## src/rtl/mux_logic_pkg.sv

```systemverilog
// Shared definitions for mux_logic_unit: op encodings and the per-op mapping
// onto a 2:1 mux (select source plus the two data-input sources).
package mux_logic_pkg;

    localparam logic [2:0] OP_AND  = 3'd0;
    localparam logic [2:0] OP_OR   = 3'd1;
    localparam logic [2:0] OP_NAND = 3'd2;
    localparam logic [2:0] OP_NOR  = 3'd3;
    localparam logic [2:0] OP_XOR  = 3'd4;
    localparam logic [2:0] OP_XNOR = 3'd5;
    localparam logic [2:0] OP_NOT  = 3'd6;
    localparam logic [2:0] OP_BUF  = 3'd7;

    typedef enum logic [1:0] {
        SRC_ZERO,
        SRC_ONE,
        SRC_A,
        SRC_NOT_A
    } src_e;

    typedef struct packed {
        logic sel_a;  // 1: mux select is a[i], 0: mux select is b[i]
        src_e d0;
        src_e d1;
    } mux_cfg_t;

    // Each two-input gate is a mux on b[i] choosing between constants and a[i]/~a[i].
    function automatic mux_cfg_t op_cfg(input logic [2:0] op);
        mux_cfg_t cfg;
        cfg = '{sel_a: 1'b0, d0: SRC_ZERO, d1: SRC_A};
        case (op)
            OP_AND:  cfg = '{sel_a: 1'b0, d0: SRC_ZERO,  d1: SRC_A};
            OP_OR:   cfg = '{sel_a: 1'b0, d0: SRC_A,     d1: SRC_ONE};
            OP_NAND: cfg = '{sel_a: 1'b0, d0: SRC_ONE,   d1: SRC_NOT_A};
            OP_NOR:  cfg = '{sel_a: 1'b0, d0: SRC_NOT_A, d1: SRC_ZERO};
            OP_XOR:  cfg = '{sel_a: 1'b0, d0: SRC_A,     d1: SRC_NOT_A};
            OP_XNOR: cfg = '{sel_a: 1'b0, d0: SRC_NOT_A, d1: SRC_A};
            OP_NOT:  cfg = '{sel_a: 1'b1, d0: SRC_ONE,   d1: SRC_ZERO};
            OP_BUF:  cfg = '{sel_a: 1'b1, d0: SRC_ZERO,  d1: SRC_ONE};
            default: cfg = '{sel_a: 1'b1, d0: SRC_ZERO,  d1: SRC_ONE};
        endcase
        return cfg;
    endfunction

    function automatic logic src_bit(input src_e src, input logic a_bit);
        case (src)
            SRC_ZERO:  return 1'b0;
            SRC_ONE:   return 1'b1;
            SRC_A:     return a_bit;
            SRC_NOT_A: return ~a_bit;
            default:   return 1'b0;
        endcase
    endfunction

endpackage

```

## src/rtl/mux2to1.sv

```systemverilog
// Single-bit 2:1 multiplexer; the only logic cell on the result datapath.
module mux2to1 (
    input  logic sel,
    input  logic d0,
    input  logic d1,
    output logic y
);

    assign y = sel ? d1 : d0;

endmodule

```

## src/rtl/mux_logic_unit.sv

```systemverilog
// Mux-built bitwise logic unit with valid/ready handshakes, one-cycle latency,
// accumulate (chain) mode and a saturating completed-result counter.
module mux_logic_unit
    import mux_logic_pkg::*;
#(
    parameter int WIDTH = 8,
    parameter int CNT_W = 16
) (
    input  logic             clk,
    input  logic             rst_n,
    input  logic             in_valid,
    output logic             in_ready,
    input  logic [WIDTH-1:0] a,
    input  logic [WIDTH-1:0] b,
    input  logic [2:0]       op,
    input  logic             acc_en,
    output logic             out_valid,
    input  logic             out_ready,
    output logic [WIDTH-1:0] y,
    output logic             red_xor,
    output logic [CNT_W-1:0] op_count
);

    localparam logic [CNT_W-1:0] CNT_MAX = '1;

    logic             valid_q;
    logic [WIDTH-1:0] y_q;
    logic             red_q;
    logic [CNT_W-1:0] count_q;

    logic             in_xfer;
    logic             out_xfer;
    logic [WIDTH-1:0] op_a;
    logic [WIDTH-1:0] mux_y;
    mux_cfg_t         cfg;

    assign in_ready = !valid_q || out_ready;
    assign in_xfer  = in_valid && in_ready;
    assign out_xfer = valid_q && out_ready;

    // In chain mode A is the registered result, which is also the value being
    // consumed when an output and input transfer coincide.
    assign op_a = acc_en ? y_q : a;
    assign cfg  = op_cfg(op);

    for (genvar i = 0; i < WIDTH; i++) begin : g_bit
        logic sel;
        logic d0;
        logic d1;

        assign sel = cfg.sel_a ? op_a[i] : b[i];
        assign d0  = src_bit(cfg.d0, op_a[i]);
        assign d1  = src_bit(cfg.d1, op_a[i]);

        mux2to1 u_mux (
            .sel (sel),
            .d0  (d0),
            .d1  (d1),
            .y   (mux_y[i])
        );
    end

    // NOTE: state registers use non-blocking assignments so every flop samples
    // pre-edge values; blocking here would create order-dependent simulation.
    always_ff @(posedge clk or negedge rst_n) begin
        if (!rst_n) begin
            valid_q <= 1'b0;
            y_q     <= '0;
            red_q   <= 1'b0;
            count_q <= '0;
        end else begin
            if (in_xfer) begin
                valid_q <= 1'b1;
                y_q     <= mux_y;
                red_q   <= ^mux_y;
            end else if (out_xfer) begin
                valid_q <= 1'b0;
            end

            if (out_xfer && (count_q != CNT_MAX)) begin
                count_q <= count_q + 1'b1;
            end
        end
    end

    assign out_valid = valid_q;
    assign y         = y_q;
    assign red_xor   = red_q;
    assign op_count  = count_q;

endmodule

```

## config.mk

```make
export PLATFORM = sky130hd
export DESIGN_NAME = mux_logic_unit
export DESIGN_NICKNAME = d
export VERILOG_FILES = /design/src/rtl/mux_logic_pkg.sv /design/src/rtl/mux2to1.sv /design/src/rtl/mux_logic_unit.sv
export SDC_FILE = /design/constraint.sdc
export NUM_CORES = 1
export LEC_CHECK = 0
export ABC_AREA = 1
export ABC_CLOCK_PERIOD_IN_PS = 2300
export BUFFER_PORTS_ARGS = -buffer_cell sky130_fd_sc_hd__buf_4
export CORE_ASPECT_RATIO = 0.75
export CORE_MARGIN = 2
export CORE_UTILIZATION = 55
export DETAILED_ROUTE_END_ITERATION = 8
export HOLD_SLACK_MARGIN = 0.12
export PLACE_DENSITY = 0.81
export SETUP_SLACK_MARGIN = 0.15
export SLEW_MARGIN = 5
export SYNTH_ARGS = -nofsm -noshare
export SYNTH_HDL_FRONTEND = slang
export SYNTH_SLANG_ARGS = --single-unit
export TNS_END_PERCENT = 30
```

## constraint.sdc

```tcl
create_clock -name clk -period 2.3 [get_ports clk]
set_input_delay 0.46 -clock clk [delete_from_list [all_inputs] [get_ports clk]]
set_output_delay 0.46 -clock clk [all_outputs]
set_load 0.01 [all_outputs]
```

==> results of run 1 <==
[Yosys cell counts, types with 2 or more instances]
cell	instances
nand2_1	191
inv_1	49
nand3_1	35
dfrtp_1	26
nor2_1	21
o21ai_0	18
xor2_1	9
nand2_2	6
o21ai_1	6
xnor2_1	5
inv_2	4
a21boi_0	3
buf_6	3
buf_4	2
nand4_1	2
nor2_4	2
nor4_1	2
[kinds of logic (layout without fill, tap and decap cells)]
family | count (synthesis) | after routing | synth area share, %
simple gates | 265 | 265 | 48.0
buf+inv | 60 | 112 | 11.2
compound gates | 29 | 29 | 7.01
flops | 26 | 26 | 28.0
xor+xnor | 14 | 14 | 5.29
fa+ha+maj | 1 | 1 | 0.539
[layout make-up]
class,count,share of cell area [%]
clock buffer,4,1.96
multi-input combinational,309,50.6
tap,55,2.45
timing repair buffer,54,14.5
sequential,26,23.2
inverter,54,7.30
[per-layer routing]
layer / global-route usage, % / wire (µm)
met4: 4.19 / 66
met5: 0 / 0
met2: 43.6 / 2590
met3: 4.38 / 426
met1: 37.0 / 2760
[power by group]
part | switching (mW) | internal [mW] | total (mW)
logic | 0.468 | 0.326 | 0.795
clock network | 0.135 | 0.153 | 0.287
registers | 0.0984 | 0.544 | 0.642
[worst min-delay path: cells and delay by family]
kind                   cells  cell delay (ns)
and+or+nand+nor            2             0.14
buffers and inverters      2             0.13
[stage by stage]
step / setup WS (ns) / std cells / hold WS [ns]
2_1_floorplan: 0.439 / 395 / 0.164
3_3_place_gp: 0.104 / 497 / 0.381
3_5_place_dp: 0.138 / 497 / 0.382
4_1_cts: 0.226 / 502 / 0.492
5_1_grt: 0.107 / 502 / 0.536
6_report: 0.276 / 502 / 0.495
[timing repair]
action / 4_1_cts / 5_1_grt
hold endpoints to repair: 26 / 0
endpoints found under the setup margin: 0 / 2
gates resized for setup: 0 / 3
hold buffers: 1 / 0
[registers in the layout, indices dropped and copies added (netlist names)]
signal,flops
out_valid,1
op_count,16
y,8
red_xor,1
[path summary, 6_finish.rpt]
check | cells past startpoint | slack (ns) | end | startpoint
worst max-delay path | 13 | 0.28 | op_count[13] | op_count[0]
worst min-delay path | 4 | 0.49 | out_valid | out_ready
worst max register to register | 13 | 0.28 | op_count[13] | op_count[0]
worst min register to register | 1 | 0.50 | op_count[8] | op_count[8]
max in group asynchronous | 2 | 1.42 | op_count[8] | rst_n
min in group asynchronous | 2 | 0.63 | op_count[1] | rst_n
==> out/metrics.csv, run 1 <==
metric;value;unit
Starting Density;57.2;%
Hold Vio Cnt, Final;0;
Rows;20;
fin crit share;88.0;%
first-pass GRT wire length;9790;µm
CP delay by family, top;simple AND/OR/NAND/NOR gates;
Clk Latency, worst-skew pair;0.27;ns
share of the synthesized area in the top cell type;30.9;%
Leak;1.67;nW
clock tree buffer depth;2;
IO buf count;50;
P per Cell Area;614;nW/µm²
Avg Synthesized Cell Area;5.87;µm²
Synth area leaders;nand2_1, dfrtp_1, inv_1, nand3_1, o21ai_0;
DRC viols;0;
Worst Tran Pin Value;0.739;ns
htree depth;1;
vias per inst;5.16;
Sink Count;26;
Max stage delay on crit path;0.41;ns
RSZ-0062 raised after global routing;true;
final setup fails;0;
Multi-input gate area;1420;µm²
die footprint;4760;µm²
most common cell after layout, fill and taps aside;nand2_1;
Area Growth Syn to Fin;21.1;%
skew final;0.00631;ns
Main synth FF type;dfrtp_1;
synthesized cell area;2320;µm²
Die Ht;60.2;µm
Fillers;384;
Setup Fix Bufs, Post-CTS;0;
Total Wirelength;5840;µm
min cycle time layout;2.02;ns
layout cells sized above 1;17.4;%
max capacitance violation total;0;
largest net degree at the start of global routing;27;
CP max stage cell;dfrtp_1;
layout net count;473;
Worst-path clk slew;0.09;ns
Synthesized Nets;420;
DPL Wire Length;4580;µm
initial antenna violation count;0;
Tot Pwr;1.72;mW
crit path max fanout;3;
crit path kind;reg2reg;
status;completed;
Critical Path RT;2.49;ns
Final Max Tran Viols;0;
Fmax;494;MHz
TritonCTS clock tree;yes;
register area share after synthesis;28.0;%
CP arrival;2.21;ns
EDFF count, synth;0;
biggest area consumer among synthesized cells;nand2_1;
GRT Total Usage;26.2;%
Synth Warn #;0;
most frequent cells in the layout;nand2_1, buf_4, inv_1;
VDD IR max;0.000706;V
routed vias;2588;
core box area;4050;µm²
num ports;51;
CP Capture Type;register;
Die W;79.0;µm
startpoint types;register;
cell count after synthesis;395;
worst min-delay path class;in2reg;
number of global-route vias before repair;2217;
Final Cell Area;2810;µm²
flops & latches, synth;26;
DRT Pass-1 Iters;5;
max-slew headroom at the worst pin;50.2;%
Root Buffer;clkbuf_8;
Yosys cell types;28;
CP cell instances;ha_1 -> inv_1 -> nor2_1 -> nand2_1 -> inv_1 -> nand3_1 -> nand3_2 -> nor2_2 -> nand3_2 -> nor2_4 -> nand2_1 -> nor2_1 -> xor2_1;
Routed Antenna Nets;0;
drt wl/cell;11.6;µm
asr flop ratio synth;100;%
cell area after placement;2730;µm²
Iter 0 DRT Violations;188;
total negative slack;0;ns
total grt overflow;0;
ANT cells;0;
final estimated routing congestion in global placement;0.948;
Util after Layout;69.3;%
CP Buf/Inv Count;2;
total CTS buffers;3;
register area;651;µm²
Note: power is estimated with default switching activity, not from simulation.
==> run 2: changes to the inputs <==
--- a/config.mk
+++ b/config.mk
@@ -9,7 +9,6 @@
 export ABC_CLOCK_PERIOD_IN_PS = 2300
 export BUFFER_PORTS_ARGS = -buffer_cell sky130_fd_sc_hd__buf_4
 export CORE_ASPECT_RATIO = 0.75
-export CORE_MARGIN = 2
 export CORE_UTILIZATION = 55
 export DETAILED_ROUTE_END_ITERATION = 8
 export HOLD_SLACK_MARGIN = 0.12
==> out/metrics.csv, run 2 (synthesis gave the netlist of run 1 again) <==
metric;value;unit;change
Starting Density;57.2;%;unchanged
WHS;0.495;ns;+0.000271 ns
max capacitance violation total;0;;unchanged
final estimated routing congestion in global placement;0.915;;-3.5%
clock share of power;16.9;%;+0.2 points
final setup fails;0;;unchanged
P_int;1.02;mW;about the same
min cycle time layout;1.93;ns;-0.0958 ns
switching pwr;686;µW;-2.2%
Fillers;381;;-0.78%
num ports;51;;unchanged
layout net count;473;;unchanged
most frequent cells in the layout;nand2_1, buf_4, inv_1;;
CP arrival;2.12;ns;-0.09 ns
fin crit share;83.8;%;-4.2 points
Critical Path RT;2.49;ns;about the same
CP Buf/Inv Count;2;;unchanged
number of global-route vias before repair;2138;;-3.6%
CP max stage cell;dfrtp_1;;
most common cell after layout, fill and taps aside;nand2_1;;
dpl cells;497;;unchanged
Area Growth Syn to Fin;21.1;%;unchanged
post-route insts no fill;502;;unchanged
die footprint;4480;µm²;-5.8%
DRT Pass-1 Iters;4;;-1
CP cell instances;ha_1 -> inv_1 -> nor2_1 -> nand2_1 -> inv_1 -> nand3_1 -> nand3_2 -> nor2_1 -> nand2_1 -> nor4_1 -> xor2_1;;
TritonCTS clock tree;yes;;
layout cells sized above 1;17.4;%;unchanged
total negative slack;0;ns;unchanged
CP delay by family, top;simple AND/OR/NAND/NOR gates;;
core box area;4050;µm²;unchanged
crit path kind;reg2reg;;
max-slew headroom at the worst pin;58.0;%;+7.9 points
Total Wirelength;5560;µm;-4.9%
Final Max Tran Viols;0;;unchanged
vias per inst;4.90;;-4.9%
DPL Wire Length;4370;µm;-4.5%
initial antenna violation count;0;;unchanged
Die W;77.0;µm;-2.5%
first-pass GRT wire length;9530;µm;-2.7%
Worst Tran Pin Value;0.623;ns;-0.117 ns
largest net degree at the start of global routing;27;;unchanged
total CTS buffers;3;;unchanged
Hold Vio Cnt, Final;0;;unchanged
Tot Pwr;1.71;mW;-0.92%
Largest register FFs;16;;unchanged
Leak;1.67;nW;unchanged
clock tree buffer depth;2;;unchanged
Iter 0 DRT Violations;167;;-11%
VDD IR max;0.000693;V;-1.8%
Clk Latency, worst-skew pair;0.27;ns;about the same
startpoint types;register;;
switch share;40.1;%;-0.54 points
Fmax;519;MHz;+5.0%
CP Capture Type;register;;
register area;651;µm²;unchanged
IO buf count;50;;unchanged
Comb power frac;45.7;%;-0.4 points
Seq pwr share;37.4;%;about the same
Rows;20;;unchanged
ANT cells;0;;unchanged
Max stage delay on crit path;0.42;ns;about the same
crit path max fanout;4;;+1
P per Cell Area;608;nW/µm²;-0.92%
total grt overflow;0;;unchanged
Sink Count;26;;unchanged
GRT Total Usage;26.4;%;+0.15 points
Die Ht;58.2;µm;-3.3%
worst min-delay path class;in2reg;;
DRC viols;0;;unchanged
status;completed;;
drt wl/cell;11.1;µm;-4.9%
routed vias;2460;;-4.9%
skew final;0.00692;ns;+0.000612 ns
Multi-input gate area;1420;µm²;unchanged
Routed Antenna Nets;0;;unchanged
htree depth;1;;unchanged
Root Buffer;clkbuf_8;;
Util after Layout;69.3;%;unchanged
Worst-path clk slew;0.09;ns;about the same
RSZ-0062 raised after global routing;false;;
run 2: cell counts in the layout (fill, tap and decap cells not counted):
Identical to the previous run, type by type.
run 2: final timing paths:
check                        startpoint           end  slack [ns]  cells past startpoint
min reg2reg                op_count[14]  op_count[14]        0.50                      1
max                         op_count[1]  op_count[14]        0.37                     11
max reg2reg                 op_count[1]  op_count[14]        0.37                     11
min                           out_ready     out_valid        0.50                      4
min in group asynchronous         rst_n   op_count[0]        0.63                      2
max in group asynchronous         rst_n          y[5]        1.42                      2
run 2: tightest hold or removal path: stages:
cell     delay, ns
buf_4         0.09
inv_1         0.03
nand2_1       0.09
nand2_1       0.06
run 2: metrics by stage:
stage	setup slack, ns	cell area, µm²
finish	0.372	2810
global route	0.159	2810
CTS	0.275	2800
detailed placement	0.231	2730
global placement	0.262	2730
floorplan	0.439	2320
run 2: routing by layer:
layer | global-route usage [%] | share of wire, % | vias to the layer above
li1 | - | - | 1314
met1 | 39.3 | 49 | 1084
met2 | 42.5 | 44 | 62
met3 | 4.25 | 7.5 | 0
met4 | 1.62 | 0 | 0
met5 | 0 | 0 | -
run 2: layout make-up:
| cell class | count | share of cell area (%) |
|---|---|---|
| Inverter | 54 | 7.30 |
| Sequential cell | 26 | 23.2 |
| Timing Repair Buffer | 54 | 14.5 |
| Tap cell | 55 | 2.45 |
| Multi-Input combinational cell | 309 | 50.6 |
| Clock buffer | 4 | 1.96 |
run 2: what timing repair did:
item | 4_1_cts | 5_1_grt
setup buffers | 0 | 0
setup endpoints to repair | 0 | 1
hold buffers | 1 | 0
endpoints found under the hold margin | 26 | 0
gates resized for setup | 0 | 3
run 2: power groups by stage:
| stage | clock (mW) | sequential, mW | combinational (mW) |
|---|---|---|---|
| after CTS | 0.294 | 0.636 | 0.779 |
| after global placement | 0 | 0.644 | 0.762 |
| after floorplan | 0 | 0.671 | 0.462 |
| after detailed placement | 0 | 0.643 | 0.773 |
| after global routing | 0.311 | 0.655 | 0.888 |
| final | 0.288 | 0.640 | 0.781 |
